===== src/rtl/encoder_pkg.sv =====
// Shared definitions for the 8-to-3 encoder serializer: vector/code widths and FSM states.
package encoder_pkg;

    localparam int unsigned WIDTH  = 8;
    localparam int unsigned CODE_W = $clog2(WIDTH);

    typedef enum logic {
        IDLE,
        DRAIN
    } state_t;

endpackage


===== src/rtl/prio_enc83.sv =====
// Combinational 8-to-3 priority encoder; LSB-first by default, MSB-first when
// ENCODER83_MSB_FIRST_EN is defined.
module prio_enc83
    import encoder_pkg::*;
(
    input  logic [WIDTH-1:0]  vec,
    output logic [CODE_W-1:0] code,
    output logic              any,
    output logic              single
);

    // Later loop iterations override earlier ones, so the iteration order
    // puts the winning end of the vector last.
    always_comb begin
        code = '0;
        for (int unsigned i = 0; i < WIDTH; i++) begin
`ifdef ENCODER83_MSB_FIRST_EN
            if (vec[i]) code = CODE_W'(i);
`else
            if (vec[WIDTH-1-i]) code = CODE_W'(WIDTH-1-i);
`endif
        end
    end

    assign any    = |vec;
    assign single = any && ((vec & (vec - WIDTH'(1))) == '0);

endmodule


===== src/rtl/encoder83_serializer.sv =====
// Captures a multi-hot vector and emits one index per handshake (order set by
// ENCODER83_MSB_FIRST_EN); all-zero captures are dropped with a zero_drop pulse.
module encoder83_serializer
    import encoder_pkg::*;
(
    input  logic              clk,
    input  logic              rst_n,
    input  logic              en,
    input  logic              in_valid,
    input  logic [WIDTH-1:0]  in,
    output logic              in_ready,
    output logic              out_valid,
    output logic [CODE_W-1:0] out_code,
    output logic              out_last,
    input  logic              out_ready,
    output logic              zero_drop
);

    state_t            state, state_next;
    logic [WIDTH-1:0]  pending, pending_next;
    logic              zd_q, zd_next;
    logic [CODE_W-1:0] code;
    logic              pend_any, pend_single;

    prio_enc83 u_prio (
        .vec    (pending),
        .code   (code),
        .any    (pend_any),
        .single (pend_single)
    );

    // Outputs are forced low while reset is asserted, even before the edge lands.
    assign in_ready  = rst_n && (state == IDLE);
    assign out_valid = rst_n && (state == DRAIN) && pend_any;
    assign out_code  = out_valid ? code : '0;
    assign out_last  = out_valid && pend_single;
    assign zero_drop = rst_n && zd_q;

    always_comb begin
        state_next   = state;
        pending_next = pending;
        zd_next      = 1'b0;
        case (state)
            IDLE: begin
                if (en && in_valid) begin
                    if (in != '0) begin
                        pending_next = in;
                        state_next   = DRAIN;
                    end else begin
                        zd_next = 1'b1;
                    end
                end
            end
            DRAIN: begin
                if (out_valid && out_ready) begin
                    pending_next[code] = 1'b0;
                    if (pend_single) state_next = IDLE;
                end
            end
            default: state_next = IDLE;
        endcase
    end

    always_ff @(posedge clk) begin
        if (!rst_n) begin
            state   <= IDLE;
            pending <= '0;
            zd_q    <= 1'b0;
        end else begin
            state   <= state_next;
            pending <= pending_next;
            zd_q    <= zd_next;
        end
    end

endmodule


===== config.mk =====
export PLATFORM = sky130hd
export DESIGN_NAME = encoder83_serializer
export DESIGN_NICKNAME = d
export VERILOG_FILES = /design/src/rtl/encoder_pkg.sv /design/src/rtl/prio_enc83.sv /design/src/rtl/encoder83_serializer.sv
export SDC_FILE = /design/constraint.sdc
export NUM_CORES = 1
export LEC_CHECK = 0
export CAP_MARGIN = 20
export CORE_MARGIN = 2
export CORE_UTILIZATION = 47
export CTS_CLUSTER_DIAMETER = 120
export CTS_CLUSTER_SIZE = 25
export DETAILED_ROUTE_END_ITERATION = 8
export GPL_TIMING_DRIVEN = 0
export PLACE_DENSITY = 0.83
export SLEW_MARGIN = 20
export SYNTH_ARGS = -nofsm -noshare
export SYNTH_HDL_FRONTEND = slang
export SYNTH_HIERARCHICAL = 1
export SYNTH_SLANG_ARGS = --single-unit

===== constraint.sdc =====
create_clock -name clk -period 2.4 [get_ports clk]
set_input_delay 0.24 -clock clk [delete_from_list [all_inputs] [get_ports clk]]
set_output_delay 0.24 -clock clk [all_outputs]
set_load 0.02 [all_outputs]

==> results_dict.tcl, run 1 <==
set metrics [dict create \
    post-place-ws_ps 77.9 \
    io_buffers 19 \
    worst_hold_path_type "reg -> reg" \
    path_max_fanout 6 \
    fin_tns_setup_ps 0 \
    n_antenna_cell 0 \
    ys_warn_count 6 \
    fin_nets 129 \
    stdcell_area_sq_um 1060 \
    grt-ovfl-total 0 \
    synth_edf_count 0 \
    setup_viol 0 \
    avgRoutedWirePerCell_um 15.5 \
    core_sq_um 1520 \
    globalRouteTotalUtil_pct 22.8 \
    cts_tree "yes" \
    ios 20 \
    fp.dieArea_sq_um 1980 \
    vdd_ir_drop_max_uv 310 \
    cts.clk_slew.worst_paths_ps 70 \
    hp-start "pending[6]$_SDFFE_PN0P_" \
    path_delay_family "compound AO/OA/AOI/OAI gates" \
    start_util_pct 50.6 \
    routed_via_density 6.16 \
    grt_pass1_wl_um 3310 \
    dp_hpwl_um 1490 \
    timing.final.crit_period_ps 2260 \
    cts.sink_count 10 \
    syn_nets 104 \
    place.gp.congestion 0.906 \
    leakagePower_nw 0.425 \
    pwr-share-clk_pct 27.2 \
    rsz0062_at_grt "false" \
    tightest_slew_ps 392 \
    mostFrequentLayoutCells "clkdlybuf4s50_1 (15), nand2_1 (12), a32oi_1 (8), dfxtp_1 (8), o22ai_1 (6)" \
    required_ps 2160 \
    skew_ps 8.71 \
    syn_avg_cell_area_sq_um 8.47 \
    cts.htree.levels 1 \
    drt_iter0_markers 17 \
    combPwrFrac_pct 37.1 \
    drive_gt1_share_pct 17.4 \
    detail-route-antenna-nets 0 \
    rr_startpoint "pending[5]$_SDFFE_PN0P_" \
    grt_pass1_vias 773 \
    placed_area_sq_um 981 \
    path_cells "nor4_4, inv_1, a2111oi_2, o22a_1, and2_1, clkbuf_2" \
    cts.path.max_buffers 2 \
    criticalPathCategory "reg -> out" \
    clock.fmax_ghz 0.442 \
    drt_pass1_iterations 4 \
    maxSlewViolCount 0 \
    n_fill_cell 132 \
    hold_buffers 0 \
    p_sw_mw 0.198 \
    syn_inst 91 \
    powerDensity_nw_per_um2 540 \
    final_cells 131 \
    start_kind "flip-flop" \
    ys_ff_latch 10 \
    seqPwrFrac_pct 35.8 \
    grt_max_degree 11 \
    drc 0 \
    swShare_pct 34.6 \
    layout_commonest_cell "clkdlybuf4s50_1" \
    relSlewSlack_pct 73.5 \
    path_buf_inv 2 \
    place_inst 126 \
    slowest_delay_ps 400 \
    wl_um 2030 \
    final_core_util_pct 69.6 \
    cts_root_buf "clkbuf_4" \
    fin_crit_sh_pct 94.2 \
    syn_to_final_growth_pct 37.7 \
    internal_power_mw 0.374 \
    status "complete, no violations" \
    via_count 807 \
    yosysSeqAreaShare_pct 26.0 \
    synthArstFlopShare_pct 0 \
    clock_latency_ps 270 \
    antenna_found_initial 0 \
    tritoncts.num_buffers 3 \
    setup_ws_ps 140 \
    startpoint "pending[0]$_SDFFE_PN0P_" \
    synth_cell_type_count 32 \
    cpMaxStageDelayCell "dfxtp_1" \
    endpoint_kind "output port" \
    drv_cap 0 \
    hold_ws_ps 500 \
    power.total_mw 0.573 \
    die_x_um 44.5 \
    row_count 14 \
    synthFlopType "dfxtp_1" \
    hold_violations 0 \
    worst_ep_arrival_time_ps 2020 \
    dieHeight_um 44.5 \
    netlist_area_sq_um 771 \
]
[layout make-up]
class	count	area, sq um	share of cell area, %
Sequential cell	10	203	19.1
Clock buffer	4	36.3	3.42
Buffer	3	18.8	1.77
Multi-Input combinational cell	74	568	53.5
Inverter	4	15.0	1.42
Timing Repair Buffer	20	200	18.9
Tap cell	16	20.0	1.89
[state kept, by name, indices dropped and copies added (netlist names)]
signal and count:
pending 8, state 1, zd_q 1
[cells by family (layout without fill, tap and decap cells)]
logic type | after synthesis | after routing | share of synthesized area, %
fa+ha+maj | 1 | 1 | 1.30
compound gates | 25 | 25 | 25.3
flops | 10 | 10 | 26.0
xor+xnor | 1 | 1 | 1.14
simple gates | 47 | 47 | 41.9
buf+inv | 7 | 31 | 4.38
[power by group through the flow]
stage	clock network [mW]	logic [mW]	registers [mW]
2_1_floorplan	0	0.128	0.199
3_3_place_gp	0	0.187	0.203
3_5_place_dp	0	0.191	0.204
4_1_cts	0.158	0.197	0.201
5_1_grt	0.166	0.231	0.208
6_report	0.156	0.212	0.205
[worst register-to-register path, stage by stage, from the launching register on]
cell      delay (ps)
dfxtp_1          470
inv_1            130
a21oi_1          150
o21bai_1          90
a21oi_2          310
or3b_1           390
a32oi_1          230
o22ai_1          120
[layer usage]
metal  up-vias  GRT usage [%]  share of wire [%]
li1        405              -                  -
met1       379           28.0                 44
met2        21           38.8                 51
met3         2           4.08                4.3
met4         0           9.09                1.0
met5         -              0                  0
[cell usage after synthesis (2+ instances only)]
| master | number | share of area [%] |
|---|---|---|
| o21ai_0 | 3 | 1.9 |
| nand2b_1 | 3 | 2.4 |
| nand2_1 | 12 | 5.8 |
| o22ai_1 | 6 | 4.9 |
| a32oi_1 | 8 | 9.1 |
| nor3_1 | 5 | 3.2 |
| or3b_1 | 2 | 2.3 |
| dfxtp_1 | 10 | 26 |
| nor2_1 | 4 | 1.9 |
| a21oi_1 | 3 | 1.9 |
| inv_1 | 4 | 1.9 |
| and2_1 | 5 | 4.1 |
| clkbuf_1 | 2 | 0.97 |
| nor4_4 | 3 | 8.3 |
| nand3_1 | 2 | 1.3 |
| and3_1 | 2 | 1.6 |
| nand4_1 | 2 | 1.6 |
[repair_timing]
action / CTS / global route
endpoints found under the hold margin: 0 / 0
setup endpoints to repair: 4 / 5
resized for setup: 4 / 10
buffers inserted: 0 / 1
pin swaps: 0 / 3
[final timing paths]
path	cells after the start	slack, ps	endpoint
setup / recovery	6	140	out_last
hold / removal	2	500	pending[6]$_SDFFE_PN0P_
setup reg to reg	7	410	pending[1]$_SDFFE_PN0P_
hold reg to reg	2	500	pending[6]$_SDFFE_PN0P_
Power figures use the tool's default switching activity.
==> inputs of run 2 (changes only) <==
Settings changed: CORE_MARGIN 2 to 10.
==> run 2 against run 1 <==
Compared with the run above: maximum frequency fell by 0.76%; critical path depth up 1; die area is 85% higher; critical path type unchanged.
==> results_dict.tcl, run 2 (synthesis results as in run 1) <==
set metrics [dict create \
    setup_viol 0 \
    grt_pass1_vias 783 \
    core_sq_um 1520 \
    tritoncts.num_buffers 3 \
    path_max_fanout 6 \
    wl_um 2230 \
    largest-register "pending" \
    dp_hpwl_um 1690 \
    status "complete, no violations" \
    via_count 839 \
    drv_cap 0 \
    clock.fmax_ghz 0.439 \
    largest_reg_flops 8 \
    slowest_delay_ps 390 \
    criticalPathCategory "reg -> out" \
    relSlewSlack_pct 71.2 \
    final_core_util_pct 69.2 \
    worst_hold_path_type "reg -> reg" \
    setup_ws_ps 123 \
    n_antenna_cell 0 \
    routed_via_density 6.40 \
    drt_iter0_markers 49 \
    avgRoutedWirePerCell_um 17.0 \
    globalRouteTotalUtil_pct 12.9 \
    required_ps 2160 \
    drt_pass1_iterations 4 \
    endpoint_kind "output port" \
    drc 0 \
    ios 20 \
    start_kind "flip-flop" \
    syn_to_final_growth_pct 36.9 \
    power.total_mw 0.535 \
    dieHeight_um 60.5 \
    fin_crit_sh_pct 94.9 \
    leakagePower_nw 0.422 \
    cts.sink_count 10 \
    detail-route-antenna-nets 0 \
    post-place-ws_ps 8.71 \
    cts_root_buf "clkbuf_4" \
    place.gp.congestion 0.852 \
    powerDensity_nw_per_um2 508 \
    place_inst 126 \
    path_buf_inv 2 \
    fp.dieArea_sq_um 3660 \
    skew_ps 7.97 \
    layout_commonest_cell "clkdlybuf4s50_1" \
    tightest_slew_ps 430 \
    vdd_ir_drop_max_uv 373 \
    drive_gt1_share_pct 17.4 \
    start_util_pct 50.6 \
    cts.htree.levels 1 \
    hold_violations 0 \
    fin_nets 130 \
    mostFrequentLayoutCells "clkdlybuf4s50_1 (15), nand2_1 (12), a32oi_1 (8), dfxtp_1 (8), o22ai_1 (6)" \
    path_cells "nor4_4, buf_4, xnor2_1, o41ai_1, o22a_1, and2_1, clkbuf_2" \
    row_count 14 \
    cts.path.max_buffers 2 \
    cts_tree "yes" \
    grt-ovfl-total 0 \
    reg.largest.list "pending (8), state (1), zd_q (1)" \
    clock_latency_ps 270 \
    grt_max_degree 11 \
    grt_pass1_wl_um 3620 \
    maxSlewViolCount 0 \
    io_buffers 19 \
    cts.clk_slew.worst_paths_ps 60 \
    worst_ep_arrival_time_ps 2040 \
    timing.final.crit_period_ps 2280 \
    cpMaxStageDelayCell "dfxtp_1" \
    die_x_um 60.5 \
    path_delay_family "compound AO/OA/AOI/OAI gates" \
    antenna_found_initial 0 \
    final_cells 131 \
]
[run 2: cell types whose count changed in the layout (fill, tap and decap cells not counted), sizes merged]
cell | before | now
buf | 2 | 3
clkbuf | 7 | 6
[run 2: metrics by stage]
stage	area [sq um]	setup TNS (ps)	hold slack (ps)
6_report	1050	0	507
5_1_grt	1050	-0.941	520
4_1_cts	1020	-45.9	524
3_5_place_dp	981	0	498
3_3_place_gp	981	0	493
2_1_floorplan	771	0	398
[run 2: worst paths after layout]
path	from	to	slack, ps	depth (start not counted)
worst min-delay path	pending[6]$_SDFFE_PN0P_	pending[6]$_SDFFE_PN0P_	510	2
worst min register to register	pending[6]$_SDFFE_PN0P_	pending[6]$_SDFFE_PN0P_	510	2
worst max-delay path	pending[0]$_SDFFE_PN0P_	out_last	120	7
worst max register to register	pending[0]$_SDFFE_PN0P_	pending[4]$_SDFFE_PN0P_	490	6
[run 2: worst reg2reg max path, stage by stage (launching register included)]
cell,delay (ps)
dfxtp_1,390
nor4_4,350
inv_1,140
nor2_4,200
or3b_1,380
a32oi_1,200
o22ai_1,110
[run 2: per-layer routing]
metal	GRT usage, %	part of all wire (%)	vias to the layer above
met5	0	0	-
met4	3.76	0.85	0
met3	3.97	7.7	4
met2	22.5	50	37
met1	14.9	41	392
li1	-	-	406
[run 2: report_power, final]
group | total, mW | switching (mW) | leakage (nW) | internal, mW
clock | 0.113 | 0.0553 | 0.0138 | 0.0578
combinational | 0.217 | 0.110 | 0.326 | 0.107
sequential | 0.205 | 0.0256 | 0.0829 | 0.180
total | 0.535 | 0.191 | 0.422 | 0.344
[run 2: cell type report]
cell class	count	area, sq um
timing repair buffer	21	208
fill	131	469
clock buffer	3	22.5
multi-input combinational	74	568
tap	16	20.0
inverter	4	15.0
buffer	3	18.8
sequential	10	203
[run 2: timing repair]
| action | 4_1_cts | 5_1_grt |
|---|---|---|
| hold buffers | 0 | 0 |
| resized for setup | 6 | 8 |
| setup endpoints to repair | 4 | 4 |
| buffers inserted | 0 | 2 |
| pin swaps | 0 | 3 |
